==> src/rtl/alu_cmd_sequencer.sv <==
// alu_cmd_sequencer: command stage and result FIFO wrapped around a 4-bit combinational ALU.
//   Accepts {opcode,a,b} on a valid/ready handshake and registers it onto the ALU pins.
//   One cycle later it captures the ALU result into a DEPTH-entry FIFO, which is drained
//   over a second valid/ready handshake.
// Ports:
//   clk, rst                        clock, asynchronous active-high reset
//   in_valid/in_ready               command handshake; in_opcode, in_a, in_b payload
//   alu_opcode/alu_a/alu_b          registered command driven to the ALU
//   alu_result                      combinational ALU result (2*DATA_W bits)
//   out_valid/out_ready             result handshake; out_data, out_err payload of FIFO head
//   mismatch                        sticky ALU self-check flag
// Optional feature: define ALU_CHECK_EN to build the ALU result checker; otherwise
// mismatch is tied low and no model logic exists.
module alu_cmd_sequencer #(
    parameter int unsigned DATA_W = 4,
    parameter int unsigned DEPTH  = 4
) (
    input  logic                  clk,
    input  logic                  rst,
    input  logic                  in_valid,
    output logic                  in_ready,
    input  logic [2:0]            in_opcode,
    input  logic [DATA_W-1:0]     in_a,
    input  logic [DATA_W-1:0]     in_b,
    output logic [2:0]            alu_opcode,
    output logic [DATA_W-1:0]     alu_a,
    output logic [DATA_W-1:0]     alu_b,
    input  logic [2*DATA_W-1:0]   alu_result,
    output logic                  out_valid,
    input  logic                  out_ready,
    output logic [2*DATA_W-1:0]   out_data,
    output logic                  out_err,
    output logic                  mismatch
);

    localparam int unsigned RES_W = 2 * DATA_W;
    localparam int unsigned PTR_W = (DEPTH > 1) ? $clog2(DEPTH) : 1;
    localparam int unsigned CNT_W = $clog2(DEPTH + 1);

    localparam logic [0:0] S_IDLE = 1'b0;
    localparam logic [0:0] S_EXEC = 1'b1;

    typedef struct packed {
        logic             err;
        logic [RES_W-1:0] data;
    } entry_t;

    logic [0:0]        state_q, state_d;
    logic [2:0]        alu_opcode_q, alu_opcode_d;
    logic [DATA_W-1:0] alu_a_q, alu_a_d;
    logic [DATA_W-1:0] alu_b_q, alu_b_d;
    entry_t            mem_q [DEPTH];
    entry_t            mem_d [DEPTH];
    logic [PTR_W-1:0]  rd_ptr_q, rd_ptr_d;
    logic [PTR_W-1:0]  wr_ptr_q, wr_ptr_d;
    logic [CNT_W-1:0]  count_q, count_d;
    logic              in_ready_q, in_ready_d;
    logic              out_valid_q, out_valid_d;

    logic   accept;
    logic   push;
    logic   pop;
    entry_t push_entry;

    // Handshake qualifiers; a push happens on every edge that ends EXEC.
    always_comb begin
        accept = (state_q == S_IDLE) && in_valid && in_ready_q;
        push   = (state_q == S_EXEC);
        pop    = out_valid_q && out_ready;
        push_entry.err  = (alu_opcode_q == 3'b000);
        // Opcode 000 leaves the ALU output undefined, so it is replaced by zero.
        push_entry.data = push_entry.err ? '0 : alu_result;
    end

    // Next-state: FSM, ALU operand registers, FIFO storage/pointers/count.
    always_comb begin
        state_d      = state_q;
        alu_opcode_d = alu_opcode_q;
        alu_a_d      = alu_a_q;
        alu_b_d      = alu_b_q;
        mem_d        = mem_q;
        rd_ptr_d     = rd_ptr_q;
        wr_ptr_d     = wr_ptr_q;
        count_d      = count_q + CNT_W'(push) - CNT_W'(pop);

        case (state_q)
            S_IDLE: begin
                if (accept) begin
                    alu_opcode_d = in_opcode;
                    alu_a_d      = in_a;
                    alu_b_d      = in_b;
                    state_d      = S_EXEC;
                end
            end
            default: begin
                state_d = S_IDLE;
            end
        endcase

        if (push) begin
            mem_d[wr_ptr_q] = push_entry;
            wr_ptr_d        = wr_ptr_q + PTR_W'(1);
        end
        if (pop) begin
            rd_ptr_d = rd_ptr_q + PTR_W'(1);
        end

        // Ready/valid are registered from next-cycle state and occupancy.
        in_ready_d  = (state_d == S_IDLE) && (count_d < CNT_W'(DEPTH));
        out_valid_d = (count_d != '0);
    end

    always_ff @(posedge clk or posedge rst) begin
        if (rst) begin
            state_q      <= S_IDLE;
            alu_opcode_q <= '0;
            alu_a_q      <= '0;
            alu_b_q      <= '0;
            for (int i = 0; i < int'(DEPTH); i++) begin
                mem_q[i] <= '0;
            end
            rd_ptr_q     <= '0;
            wr_ptr_q     <= '0;
            count_q      <= '0;
            in_ready_q   <= 1'b1;
            out_valid_q  <= 1'b0;
        end else begin
            state_q      <= state_d;
            alu_opcode_q <= alu_opcode_d;
            alu_a_q      <= alu_a_d;
            alu_b_q      <= alu_b_d;
            mem_q        <= mem_d;
            rd_ptr_q     <= rd_ptr_d;
            wr_ptr_q     <= wr_ptr_d;
            count_q      <= count_d;
            in_ready_q   <= in_ready_d;
            out_valid_q  <= out_valid_d;
        end
    end

    assign in_ready   = in_ready_q;
    assign out_valid  = out_valid_q;
    assign alu_opcode = alu_opcode_q;
    assign alu_a      = alu_a_q;
    assign alu_b      = alu_b_q;
    assign out_data   = mem_q[rd_ptr_q].data;
    assign out_err    = mem_q[rd_ptr_q].err;

`ifdef ALU_CHECK_EN
    logic             mismatch_q, mismatch_d;
    logic [RES_W-1:0] model_result;
    logic [RES_W-1:0] ext_a;
    logic [RES_W-1:0] ext_b;

    // Reference ALU with zero-extended operands, results truncated to RES_W.
    always_comb begin
        ext_a = RES_W'(alu_a_q);
        ext_b = RES_W'(alu_b_q);
        case (alu_opcode_q)
            3'b001:  model_result = ext_a + ext_b;
            3'b010:  model_result = ext_a - ext_b;
            3'b011:  model_result = ext_a * ext_b;
            3'b100:  model_result = ~ext_a;
            3'b101:  model_result = ext_a & ext_b;
            3'b110:  model_result = ext_a | ext_b;
            3'b111:  model_result = ext_a ^ ext_b;
            default: model_result = '0;
        endcase
        mismatch_d = mismatch_q;
        if (push && (alu_opcode_q != 3'b000) && (alu_result != model_result)) begin
            mismatch_d = 1'b1;
        end
    end

    always_ff @(posedge clk or posedge rst) begin
        if (rst) begin
            mismatch_q <= 1'b0;
        end else begin
            mismatch_q <= mismatch_d;
        end
    end

    assign mismatch = mismatch_q;
`else
    assign mismatch = 1'b0;
`endif

endmodule

==> config.mk <==
export PLATFORM = sky130hd
export DESIGN_NAME = alu_cmd_sequencer
export DESIGN_NICKNAME = d
export VERILOG_FILES = /design/src/rtl/alu_cmd_sequencer.sv
export SDC_FILE = /design/constraint.sdc
export NUM_CORES = 1
export LEC_CHECK = 0
export ABC_AREA = 1
export BUFFER_PORTS_ARGS = -buffer_cell sky130_fd_sc_hd__buf_2
export CAP_MARGIN = 20
export CORE_MARGIN = 2
export CORE_UTILIZATION = 40
export CTS_BUF_LIST = sky130_fd_sc_hd__clkbuf_4
export CTS_CLUSTER_SIZE = 28
export DETAILED_ROUTE_END_ITERATION = 8
export GPL_ROUTABILITY_DRIVEN = 0
export PLACE_DENSITY = 0.6
export SYNTH_ARGS = -nofsm -noshare
export SYNTH_HDL_FRONTEND = slang
export SYNTH_SLANG_ARGS = --single-unit
==> constraint.sdc <==
create_clock -name clk -period 2.3 [get_ports clk]
set_clock_uncertainty 0.1 [all_clocks]
set_input_delay 0 -clock clk [delete_from_list [all_inputs] [get_ports clk]]
set_output_delay 0 -clock clk [all_outputs]
set_load 0.01 [all_outputs]
==> flow_results.org, run 1 <==
** Synth
- Flip-flop and latch count after synthesis :: 57
- After synthesis, the mean cell area works out to 9.22 µm².
- Number of library cell types mapped by synthesis :: 23
- In the post-synthesis netlist, the biggest area contributors are dfrtp_1 54%, nand2_1 12%, o21ai_0 5.8%, o21ai_1 5.0%, buf_6 3.5%.
- During synthesis, Yosys emitted a total of 0 warnings.
- In the synthesized netlist the async set-or-reset flop fraction comes to 1.00.
- Of the synthesized area, sequential elements account for 0.547.
- Number of enable-type register cells in the synthesized netlist :: 0
- Top-area cell type share of the netlist area :: 0.537
- Summed instance area of the synthesized netlist :: ~0.0026 mm²
- The most used flip-flop cell after synthesis is dfrtp_1.
- The number of nets in the synthesized netlist is between 300 and 400.
- Counting every instance in the synthesized netlist gives about 280.
- Dominant cell type by area after synthesis :: dfrtp_1

** Power and ir drop
- Of the total power, combinational logic draws 0.455.
- Total power for the finished layout comes to around 0.0044 W.
- Internal power :: about 0.0026 W
- IR analysis of the VDD net gives a maximum drop of slightly below 0.0007 V.
- Dividing total power by cell area gives a power density of between 1000 and 1500 mW/mm².
- Of the total power, the share spent switching nets is 0.407.
- Share of power burned in the clock network :: 0.128
- The analysis attributes to cell leakage a power of about 1.7 nW.
- Sequential fraction of design power :: 0.417
- In this run the power spent charging and discharging nets is around 0.0018 W.

** Detailed routing
- For this run, the detailed router's first-pass iteration total came to 4.
- Mean routed wirelength per cell :: between 10 and 15 µm
- DRC :: 0
- Total via count in the routed design :: approximately 2.1k
- Wire length after detailed routing :: 5.78 mm
- After detailed routing, the number of vias per cell comes to between 4 and 5.
- After the first detailed-routing iteration, the DRC count stood at between 90 and 100.
- Number of routed nets with antenna violations :: 0

** Clock network
- Total number of clock tree sinks :: 57
- After clock tree synthesis, the clock-pin slew on the worst setup and hold paths is ~0.1 ns.
- In this run the number of H-tree levels came out at 3.
- TritonCTS built the clock tree.
- Deepest clock path buffer count :: 2
- The tree is rooted in a clkbuf_4.
- Total CTS buffers :: 9
- Clock latency on the worst-skew pair, taken at its later pin, is approximately 0.38 ns.

** Min path
- The worst hold path belongs to the class in2async.

** Global route
- Via count of the first global-routing pass :: roughly 2.2k
- After global routing the overflow that remains totals 0.
- Global routing usage summed across all routing layers :: 0.181
- Initial antenna violation count :: 0
- Wire length of the first global-routing pass :: 10.2 mm
- Maximum number of pins on one net before global-route repair :: 27

** Worst setup path
- STA classifies the critical path startpoint as a flop.
- The largest single stage delay on the critical path is ~0.56 ns.
- Together, buffers and inverters on the worst path number 3.
- Of all nets on the critical path, the largest fanout is 14.
- The kind of cell with the highest combined delay along the critical path is buffers and inverters.
- Logic depth of the worst path, buffers included :: 6
- Critical path data required time :: ~2.5 ns
- The largest individual stage delay along the critical path comes from the cell dfstp_2.
- Worst reg2reg path startpoint :: in_ready$_DFF_PP1_
- The endpoint identified for the worst register-to-register timing path is alu_b[3]$_DFFE_PP0P_.
- For the worst flop-to-flop path, the logic depth is 6.
- Traced cell by cell, the critical path runs through nand3_4 > inv_8 > nand2_1 > dlygate4sd3_1 > nand2_1 > dlygate4sd3_1.
- Data on the critical path arrives at its endpoint at approximately 2.4 ns.
- Register-to-register setup slack :: between 0.15 and 0.2 ns
- Setup crit end kind :: flop
- Critical path class :: reg2reg

** Timing
- Hold timing on the final database bottoms out at a slack of between 0.1 and 0.15 ns.
- For the pin with the worst max-slew slack, the measured transition is between 0.7 and 0.8 ns.
- The number of slew-limit violations in the final report is 0.
- The routed design could run at a clock period as short as 2.14 ns.
- Setup repair after global routing left no endpoint under its margin.
- Of the available clock period, the critical path in the final layout requires 0.932.
- Setup violations remaining at the end of the flow were counted as 0.
- The final number of hold-violating endpoints was 0.
- Timing would allow up to around 470 MHz.
- The worst pin sits at a relative slew slack of 0.500.
- Accumulated negative setup slack :: 0 ns

** Final layout
- Of the cells placed in the final design, the portion with a size suffix greater than 1 is 0.207.
- Nets@finish :: roughly 400
- Leaving out fill and tap cells, the most frequent cell in the layout is nand2_1.
- 0 antenna diodes ended up in the layout.
- Relative to the synthesized area, the layout overhead comes to 28.8%.
- Non-filler instance count after layout :: around 450
- Most used cells in the layout excluding fill and tap cells :: 86 x nand2_1, 56 x dfrtp_1, 44 x buf_2, 42 x dlygate4sd3_1, 30 x o21ai_0
- The layout has a little over 600 filler cells.

** Floorplan
- 46 I/O pins were placed.
- Floorplan die area :: between 0.007 and 0.008 mm²
- The core region is 0.00631 mm².
- Cell Rows :: 29
- The initial utilization of the core area, before any placement, comes to 0.413.
- Measured along the y axis, the die boundary spans between 80 and 90 µm.
- In this run the horizontal extent of the chip is approximately 85 µm.

** Place
- Number of placed instances with taps included :: between 300 and 400
- Detailed placement ended at an HPWL of between 3 and 4 mm.
- Count of buffers from port buffering :: between 40 and 50

** Run status
- The run finished with clean final reports.

** Run
- Number of violations of the max-capacitance limit :: 0
## how the worst max path moves through the flow
| stage | to | from | slack, ns |
|---|---|---|---|
| after detailed placement | out_valid$_DFF_PP0_ | out_valid$_DFF_PP0_ | 0.37 |
| after floorplan | out_valid$_DFF_PP0_ | push$_DFF_PP0_ | 0.42 |
| after global placement | out_valid$_DFF_PP0_ | out_valid$_DFF_PP0_ | 0.44 |
| final | alu_b[3]$_DFFE_PP0P_ | in_ready$_DFF_PP1_ | 0.16 |
| after CTS | alu_a[3]$_DFFE_PP0P_ | in_ready$_DFF_PP1_ | 0.04 |
| after global routing | alu_a[2]$_DFFE_PP0P_ | in_ready$_DFF_PP1_ | 0.06 |
## layout make-up
class / instances / area, µm² / share of cell area
multi-input cells: 198 / 990 / 0.295
clock inverters: 6 / 25.0 / 0.00745
well taps: 77 / 96.3 / 0.0287
flip-flops and latches: 57 / 1430 / 0.425
repair buffers: 91 / 678 / 0.202
inverters: 14 / 67.6 / 0.0201
clock buffers: 10 / 75.1 / 0.0223
## metal layers
metal,vias to the layer above,share of wire,GRT usage
met1,977,0.47,0.228
met3,7,0.041,0.0452
met4,0,0.0092,0.0649
met2,52,0.48,0.301
li1,1086,-,-
met5,-,0,0
## cells in the mapped netlist (4+ instances only)
cell / instances
inv_1: 11
nand2_1: 86
o21a_1: 9
nor2_1: 23
buf_6: 8
dfrtp_1: 56
nand2_4: 4
o21ai_1: 26
buf_4: 4
o21ai_0: 30
nand2_2: 6
ha_1: 6
## stage by stage
stage	utilization	setup WS, ns	cell area (µm²)
finish	0.532	0.158	3360
floorplan	-	0.417	2610
detailed placement	0.448	0.374	2830
CTS	0.530	0.0401	3350
global placement	0.448	0.442	2830
global route	0.532	0.0642	3360
## cell families (layout without fill, tap and decap cells)
kind of cell	count (synthesis)	after routing	synth area share
flip-flops	57	57	0.547
AO/OA/AOI/OAI	65	65	0.133
adder cells (fa/ha/maj)	7	7	0.0365
XOR/XNOR	2	2	0.00672
buffers and inverters	28	121	0.0734
other	1	1	0.00144
AND/OR/NAND/NOR	123	123	0.201
## timing repair
item                       4_1_cts  5_1_grt
hold buffers                    42        0
buffers inserted                 0        1
resized for setup                0        2
hold endpoints to repair        81        0
setup endpoints to repair        0       10
## worst register-to-register path: cells and delay by family, from the launching register on
family / cells / cell delay [ns]
buffers and inverters: 3 / 1.21
flip-flops: 1 / 0.56
AND/OR/NAND/NOR: 3 / 0.22
## power groups by stage
| stage | Sequential [W] | Clock, W | Combinational, W |
|---|---|---|---|
| global placement | 0.00183 | 0 | 0.00176 |
| floorplan | 0.00176 | 0 | 0.00138 |
| global route | 0.00190 | 0.000645 | 0.00231 |
| finish | 0.00183 | 0.000563 | 0.00200 |
| detailed placement | 0.00184 | 0 | 0.00180 |
| CTS | 0.00183 | 0.000593 | 0.00201 |
## sequential cells by signal, summed over array words and instances, names as in the netlist
signal / flops
out_valid: 1
alu_opcode: 3
push: 1
wr_ptr_q: 2
alu_a: 4
count_q: 3
rd_ptr_q: 2
mem_q: 36
in_ready: 1
alu_b: 4
Note: power is estimated with default switching activity, not from simulation.
==> run 2: changes to the inputs <==
--- a/config.mk
+++ b/config.mk
@@ -9,12 +9,12 @@
 export BUFFER_PORTS_ARGS = -buffer_cell sky130_fd_sc_hd__buf_2
 export CAP_MARGIN = 20
 export CORE_MARGIN = 2
-export CORE_UTILIZATION = 40
+export CORE_UTILIZATION = 55
 export CTS_BUF_LIST = sky130_fd_sc_hd__clkbuf_4
 export CTS_CLUSTER_SIZE = 28
 export DETAILED_ROUTE_END_ITERATION = 8
 export GPL_ROUTABILITY_DRIVEN = 0
-export PLACE_DENSITY = 0.6
+export PLACE_DENSITY = 0.79
 export SYNTH_ARGS = -nofsm -noshare
 export SYNTH_HDL_FRONTEND = slang
 export SYNTH_SLANG_ARGS = --single-unit
==> flow_results.org, run 2 (synthesis gave the netlist of run 1 again) <==
** Worst setup path
- The kind of launch point of the worst setup path is a flop (unchanged).
- Buffer and inverter count on the worst path :: 3 (unchanged)
- The reg-to-reg critical path endpoint is alu_b[1]$_DFFE_PP0P_ (was alu_b[3]$_DFFE_PP0P_).
- Setup crit end kind :: flop (unchanged)
- Critical path's slowest cell :: dlygate4sd3_1 (was dfstp_2)
- The launch instance of the worst register-to-register path is in_ready$_DFF_PP1_ (unchanged).
- Critical path, cell by cell :: nand3_4 > inv_8 > nand2_1 > dlygate4sd3_1 > nand2_1 > dlygate4sd3_1 (unchanged)
- The launching instance or port of the critical path was in_ready$_DFF_PP1_ (unchanged).
- The slack of the worst reg-to-reg path was 0.06 ns (was 0.16 ns).
- Critical path data required time :: 2.54 ns (was 2.52 ns)
- The largest stage delay on the critical path is 0.59 ns (was 0.56 ns).
- R2R depth :: 6 (unchanged)
- The data arrival at the endpoint of the critical path was 2.49 ns (was 2.36 ns).
- Dominant delay contributor by cell family on the critical path :: buffers and inverters (unchanged)
- The startpoint-to-endpoint class of the critical path is reg2reg (unchanged).
- The peak fanout along the critical path is 14 (unchanged).

** Timing
- The setup total negative slack came to 0 ns (unchanged).
- Count of endpoints failing hold in the final timing report :: 0 (unchanged)
- The highest attainable clock frequency was 446 MHz (was 467 MHz).
- Crit path time final :: 2.24 ns (was 2.14 ns)
- The ratio of final minimum period to clock period is 0.976 (was 0.932).
- The number of slew-limit violations in the final report was 0 (unchanged).
- Worst-case headroom to the max-slew limit :: 0.539 (was 0.500)
- Tightest Pin Transition :: 0.692 ns (was 0.751 ns)
- The number of endpoints failing setup at the final stage is 0 (unchanged).

** Floorplan
- The overall die width is 72.9 µm (was 84.8 µm).
- The y dimension of the die is 72.9 µm (was 84.8 µm).
- The die area came to 0.00531 mm² (was 0.00718 mm²).
- The total I/O pin count was 46 (unchanged).
- Cell Rows :: 25 (was 29)
- Placeable core region :: 0.00466 mm² (was 0.00631 mm²)
- The starting utilization of the core area came to 0.560 (was 0.413).

** Global route
- Maximum number of pins on one net before global-route repair :: 24 (was 27)
- GR peak layer :: met2 (unchanged)
- The global-route wire length before repair came to 10.1 mm (was 10.2 mm).
- The global-route track usage on met1 was 0.335 (was 0.228).
- Via count of the first global-routing pass :: 2121 (was 2198)
- Met3 track demand over resource in global routing :: 0.0691 (was 0.0452)
- Final global-route overflow total :: 0 (unchanged)
- Global routing usage summed across all routing layers :: 0.260 (was 0.181)
- Met2 Use GR :: 0.413 (was 0.301)
- The number of antenna violations at the first check in global routing was 0 (unchanged).

** Clock network
- The maximum level of the CTS H-tree came to 3 (unchanged).
- CTS tree :: built (unchanged)
- Clock transition at the registers of the reported paths :: 0.10 ns (about the same)
- Worst-skew pair later-pin latency :: 0.40 ns (was 0.38 ns)
- The count of clock tree sinks is 57 (unchanged).
- The number of buffers added by the clock tree synthesis step is 9 (unchanged).
- The buffer cell driving the clock tree root is clkbuf_4 (unchanged).
- The maximum buffer depth of the clock tree was 2 (unchanged).

** Final layout
- The end-of-flow core utilization is 0.725 (was 0.532).
- The antenna cell count was 0 (unchanged).
- Most used cells in the layout excluding fill and tap cells: 86 x nand2_1, 56 x dfrtp_1, 44 x buf_2, 42 x dlygate4sd3_1, 30 x o21ai_0 (unchanged).
- Register with the most flip-flops :: mem_q (unchanged)
- The most frequent standard cell in the layout excluding fill and tap cells is nand2_1 (unchanged).
- The post-synthesis to final-layout area growth came to 29.5% (was 28.8%).
- Proportion of layout cells with a drive suffix above 1 :: 0.211 (was 0.207)
- The number of nets in the layout is 402 (was 401).
- Non-filler instance count after layout :: 429 (was 453)
- Flip-flop count of the largest register after layout :: 36 (unchanged)
- FILL cells :: 339 (was 605)

** Detailed routing
- The DRC violation count after routing was 0 (unchanged).
- Wire length after detailed routing :: 6.26 mm (was 5.78 mm)
- The count of TritonRoute iterations in the first routing pass came to 5 (was 4).
- Mean routed wirelength per cell :: 14.6 µm (was 12.8 µm)
- Number of routed nets with antenna violations :: 0 (unchanged)
- The detailed-route vias per instance was 5.12 (was 4.68).
- The count of routing violations after the opening detailed-route iteration came to 196 (was 97).
- The total number of vias is 2195 (was 2122).

** Run
- The number of max-capacitance violations reported was 0 (unchanged).

** Place
- The number of placed instances with taps included is 371 (was 394).
- HPWL Detailed :: 3.27 mm (was 3.41 mm)
- The total of buffers placed on input and output ports is 44 (unchanged).

** Power and ir drop
- The power per unit of standard cell area is 1380 mW/mm² (was 1310 mW/mm²).
- The highest ir drop seen on vdd is 0.000756 V (was 0.000680 V).
- Leakage component of the power :: 1.73 nW (was 1.71 nW)

** Run status
- Result of the run :: finished clean (unchanged)

** Min path
- Worst min-delay path class :: in2async (unchanged)
==> run 2: changes by cell type in the layout (fill, tap and decap cells not counted), sizes merged <==
cell | before | now
clkinv | 6 | 3
bufinv | 0 | 2
buf | 49 | 50
clkbuf | 10 | 9
==> run 2: worst min-delay path, cell delays in order <==
cell,delay (ns)
dlygate4sd3_1,0.54
buf_2,0.13
inv_2,0.28
==> run 2: report_power, final <==
part / switching, W / total [W] / internal [W]
Clock: 0.000353 / 0.000774 / 0.000421
Sequential: 0.000334 / 0.00182 / 0.00149
Combinational: 0.00116 / 0.00207 / 0.000907
Total: 0.00185 / 0.00466 / 0.00282
==> run 2: layer usage <==
metal | wire length, µm | part of all wire
met4 | 128 | 0.020
met3 | 347 | 0.055
met5 | 0 | 0
met1 | 2620 | 0.42
met2 | 3160 | 0.50
==> run 2: layout make-up <==
| type | count | area (µm²) | share of cell area |
|---|---|---|---|
| Clock inverter | 5 | 72.6 | 0.0215 |
| Multi-Input combinational cell | 198 | 990 | 0.293 |
| Timing Repair Buffer | 92 | 686 | 0.203 |
| Inverter | 14 | 67.6 | 0.0200 |
| Tap cell | 54 | 67.6 | 0.0200 |
| Sequential cell | 57 | 1430 | 0.423 |
| Clock buffer | 9 | 67.6 | 0.0200 |
==> run 2: worst max path at each step <==
stage,cells past startpoint,endpoint
final,6,alu_b[1]$_DFFE_PP0P_
after CTS,6,alu_a[2]$_DFFE_PP0P_
after detailed placement,10,out_valid$_DFF_PP0_
after floorplan,10,out_valid$_DFF_PP0_
after global placement,10,out_valid$_DFF_PP0_
after global routing,6,alu_b[1]$_DFFE_PP0P_
==> run 2: what timing repair did <==
item / 4_1_cts / 5_1_grt
hold buffers: 42 / 0
resized for setup: 0 / 2
endpoints found under the setup margin: 0 / 10
setup buffers: 0 / 2
endpoints found under the hold margin: 104 / 0
==> run 2: stage by stage <==
step	cell area [µm²]	total power [W]	hold slack, ns	worst slack (ns)
3_3_place_gp	2800	0.00355	-0.109	0.441
5_1_grt	3380	0.00507	0.0536	-0.00644
6_report	3380	0.00466	0.0382	0.0559
4_1_cts	3360	0.00461	0.0144	0.0380
3_5_place_dp	2800	0.00363	-0.0931	0.381
2_1_floorplan	2610	0.00315	0.00962	0.417
